**config.mk**
```make
export PLATFORM = sky130hd
export DESIGN_NAME = mem_requester_flat
export DESIGN_NICKNAME = d
export VERILOG_FILES = /design/src/rtl/mem_requester_if.sv /design/src/rtl/mem_requester.sv /design/src/flat_wrapper.sv
export SDC_FILE = /design/constraint.sdc
export NUM_CORES = 1
export LEC_CHECK = 0
export CAP_MARGIN = 20
export CORE_UTILIZATION = 40
export CTS_CLUSTER_DIAMETER = 200
export DETAILED_ROUTE_END_ITERATION = 10
export GPL_TIMING_DRIVEN = 0
export PLACE_DENSITY_LB_ADDON = 0.1
export REMOVE_ABC_BUFFERS = 1
export SLEW_MARGIN = 15
export SYNTH_ARGS = -nofsm -noshare
export SYNTH_HDL_FRONTEND = slang
export SYNTH_SLANG_ARGS = --single-unit
```
**constraint.sdc**
```tcl
create_clock -name clk -period 1.5 [get_ports clk]
set_input_delay 0.375 -clock clk [delete_from_list [all_inputs] [get_ports clk]]
set_output_delay 0.375 -clock clk [all_outputs]
set_load 0.03 [all_outputs]
```
**src/rtl/mem_requester_if.sv**
```systemverilog
// Request, response and memory-port signals of mem_requester.
// Handshake: a request transfers on a rising edge where req_valid && req_ready.
// While req_valid is high and req_ready is low, the initiator holds req_write,
// req_addr and req_wdata unchanged. rsp_valid is a one-cycle pulse with no
// ready: the consumer samples rsp_write/rsp_rdata in that cycle.
interface mem_requester_if #(
  parameter int ADDR_W = 12,
  parameter int DATA_W = 16
);
  logic              req_valid;
  logic              req_ready;
  logic              req_write;
  logic [ADDR_W-1:0] req_addr;
  logic [DATA_W-1:0] req_wdata;

  logic              rsp_valid;
  logic              rsp_write;
  logic [DATA_W-1:0] rsp_rdata;

  logic              mem_writeEn;
  logic [ADDR_W-1:0] mem_tagIn;
  logic [DATA_W-1:0] mem_dataIn;
  logic [DATA_W-1:0] mem_dataOut;

  // Requester view (the block itself).
  modport slave (
    input  req_valid, req_write, req_addr, req_wdata, mem_dataOut,
    output req_ready, rsp_valid, rsp_write, rsp_rdata,
    output mem_writeEn, mem_tagIn, mem_dataIn
  );

  // Environment view: cache controller plus memory.
  modport master (
    output req_valid, req_write, req_addr, req_wdata, mem_dataOut,
    input  req_ready, rsp_valid, rsp_write, rsp_rdata,
    input  mem_writeEn, mem_tagIn, mem_dataIn
  );
endinterface

```
**src/rtl/mem_requester.sv**
```systemverilog
// Cache-side bus initiator: 2-entry request buffer feeding a serialising FSM
// that drives a combinational memory through registered strobes and returns
// one in-order response pulse per request.
module mem_requester #(
  parameter int ADDR_W  = 12,
  parameter int DATA_W  = 16,
  parameter int MEM_LAT = 2
) (
  input  logic       clk,
  input  logic       rst_n,
  mem_requester_if.slave bus,
  output logic       busy,
  output logic [1:0] state_dbg
);

  localparam logic [1:0] IDLE  = 2'd0;
  localparam logic [1:0] WRITE = 2'd1;
  localparam logic [1:0] READ  = 2'd2;
  localparam logic [1:0] RESP  = 2'd3;

  localparam int ENTRY_W = 1 + ADDR_W + DATA_W;

  logic [1:0]         state;
  logic [2:0]         lat_cnt;
  logic [ENTRY_W-1:0] fifo_mem [2];
  logic               wr_ptr;
  logic               rd_ptr;
  logic [1:0]         count;
  logic               push;
  logic               pop;
  logic [ENTRY_W-1:0] head;
  logic               head_write;
  logic [ADDR_W-1:0]  head_addr;
  logic [DATA_W-1:0]  head_wdata;

  // Ready depends only on occupancy, never on a same-cycle pop.
  assign bus.req_ready = (count != 2'd2);
  assign push          = bus.req_valid && bus.req_ready;
  assign pop           = (state == IDLE) && (count != 2'd0);

  assign head       = fifo_mem[rd_ptr];
  assign head_write = head[ENTRY_W-1];
  assign head_addr  = head[DATA_W +: ADDR_W];
  assign head_wdata = head[DATA_W-1:0];

  assign busy      = (state != IDLE) || (count != 2'd0);
  assign state_dbg = state;

  // Request buffer: storage, wrapping pointers and occupancy count.
  always_ff @(posedge clk or negedge rst_n) begin
    if (!rst_n) begin
      wr_ptr <= 1'b0;
      rd_ptr <= 1'b0;
      count  <= 2'd0;
      for (int i = 0; i < 2; i++) fifo_mem[i] <= '0;
    end else begin
      if (push) begin
        fifo_mem[wr_ptr] <= {bus.req_write, bus.req_addr, bus.req_wdata};
        wr_ptr           <= ~wr_ptr;
      end
      if (pop) rd_ptr <= ~rd_ptr;
      case ({push, pop})
        2'b10:   count <= count + 2'd1;
        2'b01:   count <= count - 2'd1;
        default: count <= count;
      endcase
    end
  end

  // Service FSM: one request at a time; memory strobes and responses are
  // registered so the memory and the cache see glitch-free signals.
  always_ff @(posedge clk or negedge rst_n) begin
    if (!rst_n) begin
      state           <= IDLE;
      lat_cnt         <= 3'd0;
      bus.mem_writeEn <= 1'b0;
      bus.mem_tagIn   <= '0;
      bus.mem_dataIn  <= '0;
      bus.rsp_valid   <= 1'b0;
      bus.rsp_write   <= 1'b0;
      bus.rsp_rdata   <= '0;
    end else begin
      case (state)
        IDLE: begin
          if (count != 2'd0) begin
            // Address and data are only loaded here, so they stay stable for
            // the whole service of a request.
            bus.mem_tagIn  <= head_addr;
            bus.mem_dataIn <= head_wdata;
            if (head_write) begin
              bus.mem_writeEn <= 1'b1;
              state           <= WRITE;
            end else begin
              bus.mem_writeEn <= 1'b0;
              lat_cnt         <= 3'(MEM_LAT - 1);
              state           <= READ;
            end
          end
        end
        WRITE: begin
          bus.mem_writeEn <= 1'b0;
          bus.rsp_rdata   <= '0;
          bus.rsp_valid   <= 1'b1;
          bus.rsp_write   <= 1'b1;
          state           <= RESP;
        end
        READ: begin
          if (lat_cnt == 3'd0) begin
            bus.rsp_rdata <= bus.mem_dataOut;
            bus.rsp_valid <= 1'b1;
            bus.rsp_write <= 1'b0;
            state         <= RESP;
          end else begin
            lat_cnt <= lat_cnt - 3'd1;
          end
        end
        RESP: begin
          bus.rsp_valid <= 1'b0;
          bus.rsp_write <= 1'b0;
          state         <= IDLE;
        end
        default: begin
          bus.mem_writeEn <= 1'b0;
          bus.rsp_valid   <= 1'b0;
          state           <= IDLE;
        end
      endcase
    end
  end

endmodule

```
**src/flat_wrapper.sv**
```systemverilog
// flat-port wrapper written by rule: the top's interface ports become plain ports
module mem_requester_flat 
#(
  parameter int ADDR_W  = 12,
  parameter int DATA_W  = 16,
  parameter int MEM_LAT = 2
)
  (clk, rst_n, busy, state_dbg, bus_req_valid, bus_req_write, bus_req_addr, bus_req_wdata, bus_mem_dataOut, bus_req_ready, bus_rsp_valid, bus_rsp_write, bus_rsp_rdata, bus_mem_writeEn, bus_mem_tagIn, bus_mem_dataIn);
  mem_requester_if #(.ADDR_W(ADDR_W), .DATA_W(DATA_W)) bus_i ();
  input  logic clk;
  input  logic rst_n;
  output logic busy;
  output logic [1:0] state_dbg;
  input wire logic [$bits(bus_i.req_valid)-1:0] bus_req_valid;
  input wire logic [$bits(bus_i.req_write)-1:0] bus_req_write;
  input wire logic [$bits(bus_i.req_addr)-1:0] bus_req_addr;
  input wire logic [$bits(bus_i.req_wdata)-1:0] bus_req_wdata;
  input wire logic [$bits(bus_i.mem_dataOut)-1:0] bus_mem_dataOut;
  output wire logic [$bits(bus_i.req_ready)-1:0] bus_req_ready;
  output wire logic [$bits(bus_i.rsp_valid)-1:0] bus_rsp_valid;
  output wire logic [$bits(bus_i.rsp_write)-1:0] bus_rsp_write;
  output wire logic [$bits(bus_i.rsp_rdata)-1:0] bus_rsp_rdata;
  output wire logic [$bits(bus_i.mem_writeEn)-1:0] bus_mem_writeEn;
  output wire logic [$bits(bus_i.mem_tagIn)-1:0] bus_mem_tagIn;
  output wire logic [$bits(bus_i.mem_dataIn)-1:0] bus_mem_dataIn;
  assign bus_i.req_valid = bus_req_valid;
  assign bus_i.req_write = bus_req_write;
  assign bus_i.req_addr = bus_req_addr;
  assign bus_i.req_wdata = bus_req_wdata;
  assign bus_i.mem_dataOut = bus_mem_dataOut;
  assign bus_req_ready = bus_i.req_ready;
  assign bus_rsp_valid = bus_i.rsp_valid;
  assign bus_rsp_write = bus_i.rsp_write;
  assign bus_rsp_rdata = bus_i.rsp_rdata;
  assign bus_mem_writeEn = bus_i.mem_writeEn;
  assign bus_mem_tagIn = bus_i.mem_tagIn;
  assign bus_mem_dataIn = bus_i.mem_dataIn;
  mem_requester #(.ADDR_W(ADDR_W), .DATA_W(DATA_W), .MEM_LAT(MEM_LAT)) u_core (.clk(clk), .rst_n(rst_n), .bus(bus_i), .busy(busy), .state_dbg(state_dbg));
endmodule
```
==> summary.md <==
| Metric | Value |
|---|---|
| Worst setup margin | `-0.176 ns` |
| Fill count | `around 860` |
| Largest delay share family, worst path | `flip-flops` |
| Via Count | `3248` |
| Multi-input gate area | `around 2000 um2` |
| # placed instances | `578` |
| Antenna viol nets, final | `0` |
| Crit Path Class | `reg2out` |
| Crit path max fanout | `4` |
| Clk sinks | `114` |
| Synth top area cells | `dfrtp_1, mux2_1, mux2i_1, mux2_2, a22o_1` |
| Worst Tran Pin Value | `0.429 ns` |
| Final Cycle Share | `112%` |
| Die area | `12200 um2` |
| Vias per inst | `4.98` |
| Status | `complete, but fails checks` |
| GPL Wtd Cong | `0.741` |
| TritonCTS Buffers | `17` |
| Clk_lat worst skew | `0.41 ns` |
| Failing checks | `setup timing` |
| Pins Over Slew Limit | `0` |
| Fin crit period | `1.68 ns` |
| CTS tree | `done` |
| RSZ-0062 raised after global routing | `true` |
| Port Buffer Count | `98` |
| Core Region | `11500 um2` |
| Worst path bufs/invs | `2` |
| Seq/Total Area, Yosys | `between 60 and 70%` |
| MaxCap Viol Count | `0` |
| Hold Path Class | `in2async` |
| Largest net degree at the start of global routing | `87` |
| Distinct cells, synth | `35` |
| DRC viols | `0` |
| Finished Layout Cells | `roughly 650` |
| Int Power | `11600 uW` |
| Leak | `0.00337 uW` |
| Clock root cell | `clkbuf_16` |
| Rows | `39` |
| 1st-iter DRT viols | `between 100 and 150` |
| Setup crit end kind | `output pin` |
| Largest stage delay, worst path | `approximately 0.41 ns` |
| Drt total wl | `11.3 mm` |
| Initial antenna violation count | `0` |
| Ports | `99` |
| Worst Path Arrival | `around 1.3 ns` |
| Layout Skew | `0.00703 ns` |
| Inserted Diodes | `0` |
| Gr usage total | `approximately a fifth` |
| Clock Path Buffers | `2` |
| Synth area leader | `dfrtp_1` |
| Die X | `111 um` |
| P_sw | `6250 uW` |
| VDD IR max | `1.57 mV` |
| Vias in the first global route | `3459` |
| CTS clk-pin slew, worst paths | `0.06 ns` |
| Power Dens Cells | `2440 nW/um2` |
| Area grow syn2layout | `55.4%` |
| Final hold vios | `0` |
| Flop pwr share | `30.6%` |
| Starting Density | `41.1%` |
| Area fraction of the dominant cell type after synthesis | `60.6%` |
| Dpl hpwl | `approximately 6.3 mm` |
| Slew margin rel. | `slightly above 70%` |
| Wire per inst | `17.4 um` |
| Comb power frac | `about half` |
| CTS H-tree depth | `4` |
| Synthesized area | `4710 um2` |
| Cell count after synthesis | `349` |
| #FFs+latches synth | `between 100 and 150` |
| Register Area | `2860 um2` |
| Worst Path Required | `~1.1 ns` |
| Die span in y | `approximately 110 um` |
| Critical path's slowest cell | `dfrtp_1` |
| Final instance area | `7320 um2` |
| First-pass GRT wire length | `17.7 mm` |
| Post-Syn Area per Cell | `13.5 um2` |
| Layout cell share with drive strength beyond 1 | `42.2%` |
| Yosys warns | `0` |
| # setup viols final | `62` |
| Setup crit start kind | `flop` |
| Overflow after GRT | `0` |
| Fmax | `about 600 MHz` |
| Worst-path cell chain | `inv_2 > ha_4 > nand2_4 > buf_6` |
| Pre-CTS setup slack | `-0.694 ns` |
| Clk pwr share | `about a fifth` |
| Final #Nets | `552` |
| Placed Area | `a little under 6000 um2` |
| Switching part of the total power | `35.0%` |
| Setup TNS | `-2.86 ns` |
| Hold slack | `between 0.4 and 0.5 ns` |
| First-pass DRT Iterations | `4` |
==> state kept, by name (all words and copies together) (netlist names) <==
signal                  count
u_core.lat_cnt              3
u_core.bus.rsp_rdata       16
u_core.wr_ptr               1
u_core.state_dbg            2
u_core.bus.mem_writeEn      1
u_core.bus.rsp_write        1
u_core.bus.mem_dataIn      16
u_core.count                2
u_core.rd_ptr               1
u_core.bus.rsp_valid        1
u_core.fifo_mem            58
u_core.bus.mem_tagIn       12
==> per-layer routing <==
| layer | share of wire (%) | GRT usage [%] | up-vias |
|---|---|---|---|
| li1 | - | - | 1538 |
| met1 | 46 | 23.5 | 1628 |
| met2 | 48 | 29.8 | 68 |
| met3 | 4.6 | 7.35 | 14 |
| met4 | 1.5 | 6.58 | 0 |
| met5 | 0 | 0 | - |
==> cells in the mapped netlist, drive strengths merged <==
library cell / count
mux2i: 31
ha: 8
o22ai: 1
a31oi: 1
a2bb2oi: 2
a21boi: 1
clkbuf: 3
nand2: 33
a22oi: 1
o31ai: 1
a221oi: 1
nor2: 10
nor3: 1
buf: 15
nand2b: 1
xnor2: 4
nand3: 2
mux2: 59
dfrtp: 114
a22o: 17
a21oi: 3
inv: 8
or2b: 1
o31a: 1
o21ai: 29
xor2: 1
==> power groups by stage <==
stage / clock network, uW / registers (uW) / logic, uW
3_3_place_gp: 0 / 5470 / 5700
4_1_cts: 3780 / 5440 / 7660
2_1_floorplan: 0 / 6310 / 2990
6_report: 3730 / 5460 / 8650
5_1_grt: 3960 / 5660 / 9250
3_5_place_dp: 0 / 5450 / 6340
==> cell type report <==
type | count | share of cell area (%)
sequential | 114 | 39.1
multi-input combinational | 209 | 27.8
timing repair buffer | 146 | 22.5
clock buffer | 28 | 7.33
tap | 143 | 2.44
inverter | 8 | 0.547
clock inverter | 4 | 0.274
==> repair_timing <==
action	in CTS	in global routing
resized for setup	212	67
endpoints found under the setup margin	147	82
cloned	3	3
hold buffers	1	0
pin swaps	7	8
endpoints found under the hold margin	28	0
setup buffers	24	13
==> cell families (layout without fill, tap and decap cells) <==
group                    Yosys count  after routing  share of synthesized area, %
AO/OA/AOI/OAI                     58             58                          8.13
XOR/XNOR                           5              5                         0.930
adder cells (fa/ha/maj)            8              8                          2.12
AND/OR/NAND/NOR                   48             48                          4.46
flip-flops                       114            114                          60.6
multiplexers                      90             90                          20.7
buffers and inverters             26            186                          3.11
==> placed cells by master (no fill, tap or decap), types with 2 or more instances in the layout <==
cell type        instances
ha_4                     4
nand2_2                  2
buf_12                   9
o21ai_1                 10
o21ai_2                  2
inv_1                    2
a22o_1                  17
mux2_1                   6
clkbuf_8                 7
clkdlybuf4s15_2         41
a2bb2oi_2                2
clkbuf_1                 4
nand2_4                  3
a21oi_1                  2
o21ai_0                 16
nor2_2                   2
nor2_4                   2
nor2_1                   6
dfrtp_1                111
inv_2                    4
buf_16                   5
clkdlybuf4s50_1         46
xnor2_1                  3
buf_6                    7
nand2_1                 28
clkinv_2                 4
mux2_2                  15
ha_1                     3
mux2i_1                 30
dfrtp_2                  2
mux2_4                  38
buf_4                   25
clkbuf_16               20
buf_2                    6
==> metrics by stage <==
step,util (%),power [uW]
floorplan,-,9300
global placement,50.2,11200
detailed placement,51.8,11800
CTS,61.6,16900
global route,63.8,18900
finish,63.8,17800
==> worst paths after layout <==
kind                                                from                        to  slack (ns)  cells past startpoint
worst max-delay path                 u_core.state_dbg[0]                      busy       -0.18                      4
worst min-delay path                               rst_n   u_core.bus.rsp_rdata[6]        0.41                      2
worst max register to register         u_core.lat_cnt[1]   u_core.bus.rsp_rdata[8]       -0.12                      7
worst min register to register  u_core.bus.mem_dataIn[5]  u_core.bus.mem_dataIn[5]        0.47                      2
max in group asynchronous                          rst_n             u_core.rd_ptr        0.33                      3
min in group clk                u_core.bus.mem_dataIn[5]  u_core.bus.mem_dataIn[5]        0.47                      2
(Power assumes the default switching activity.)
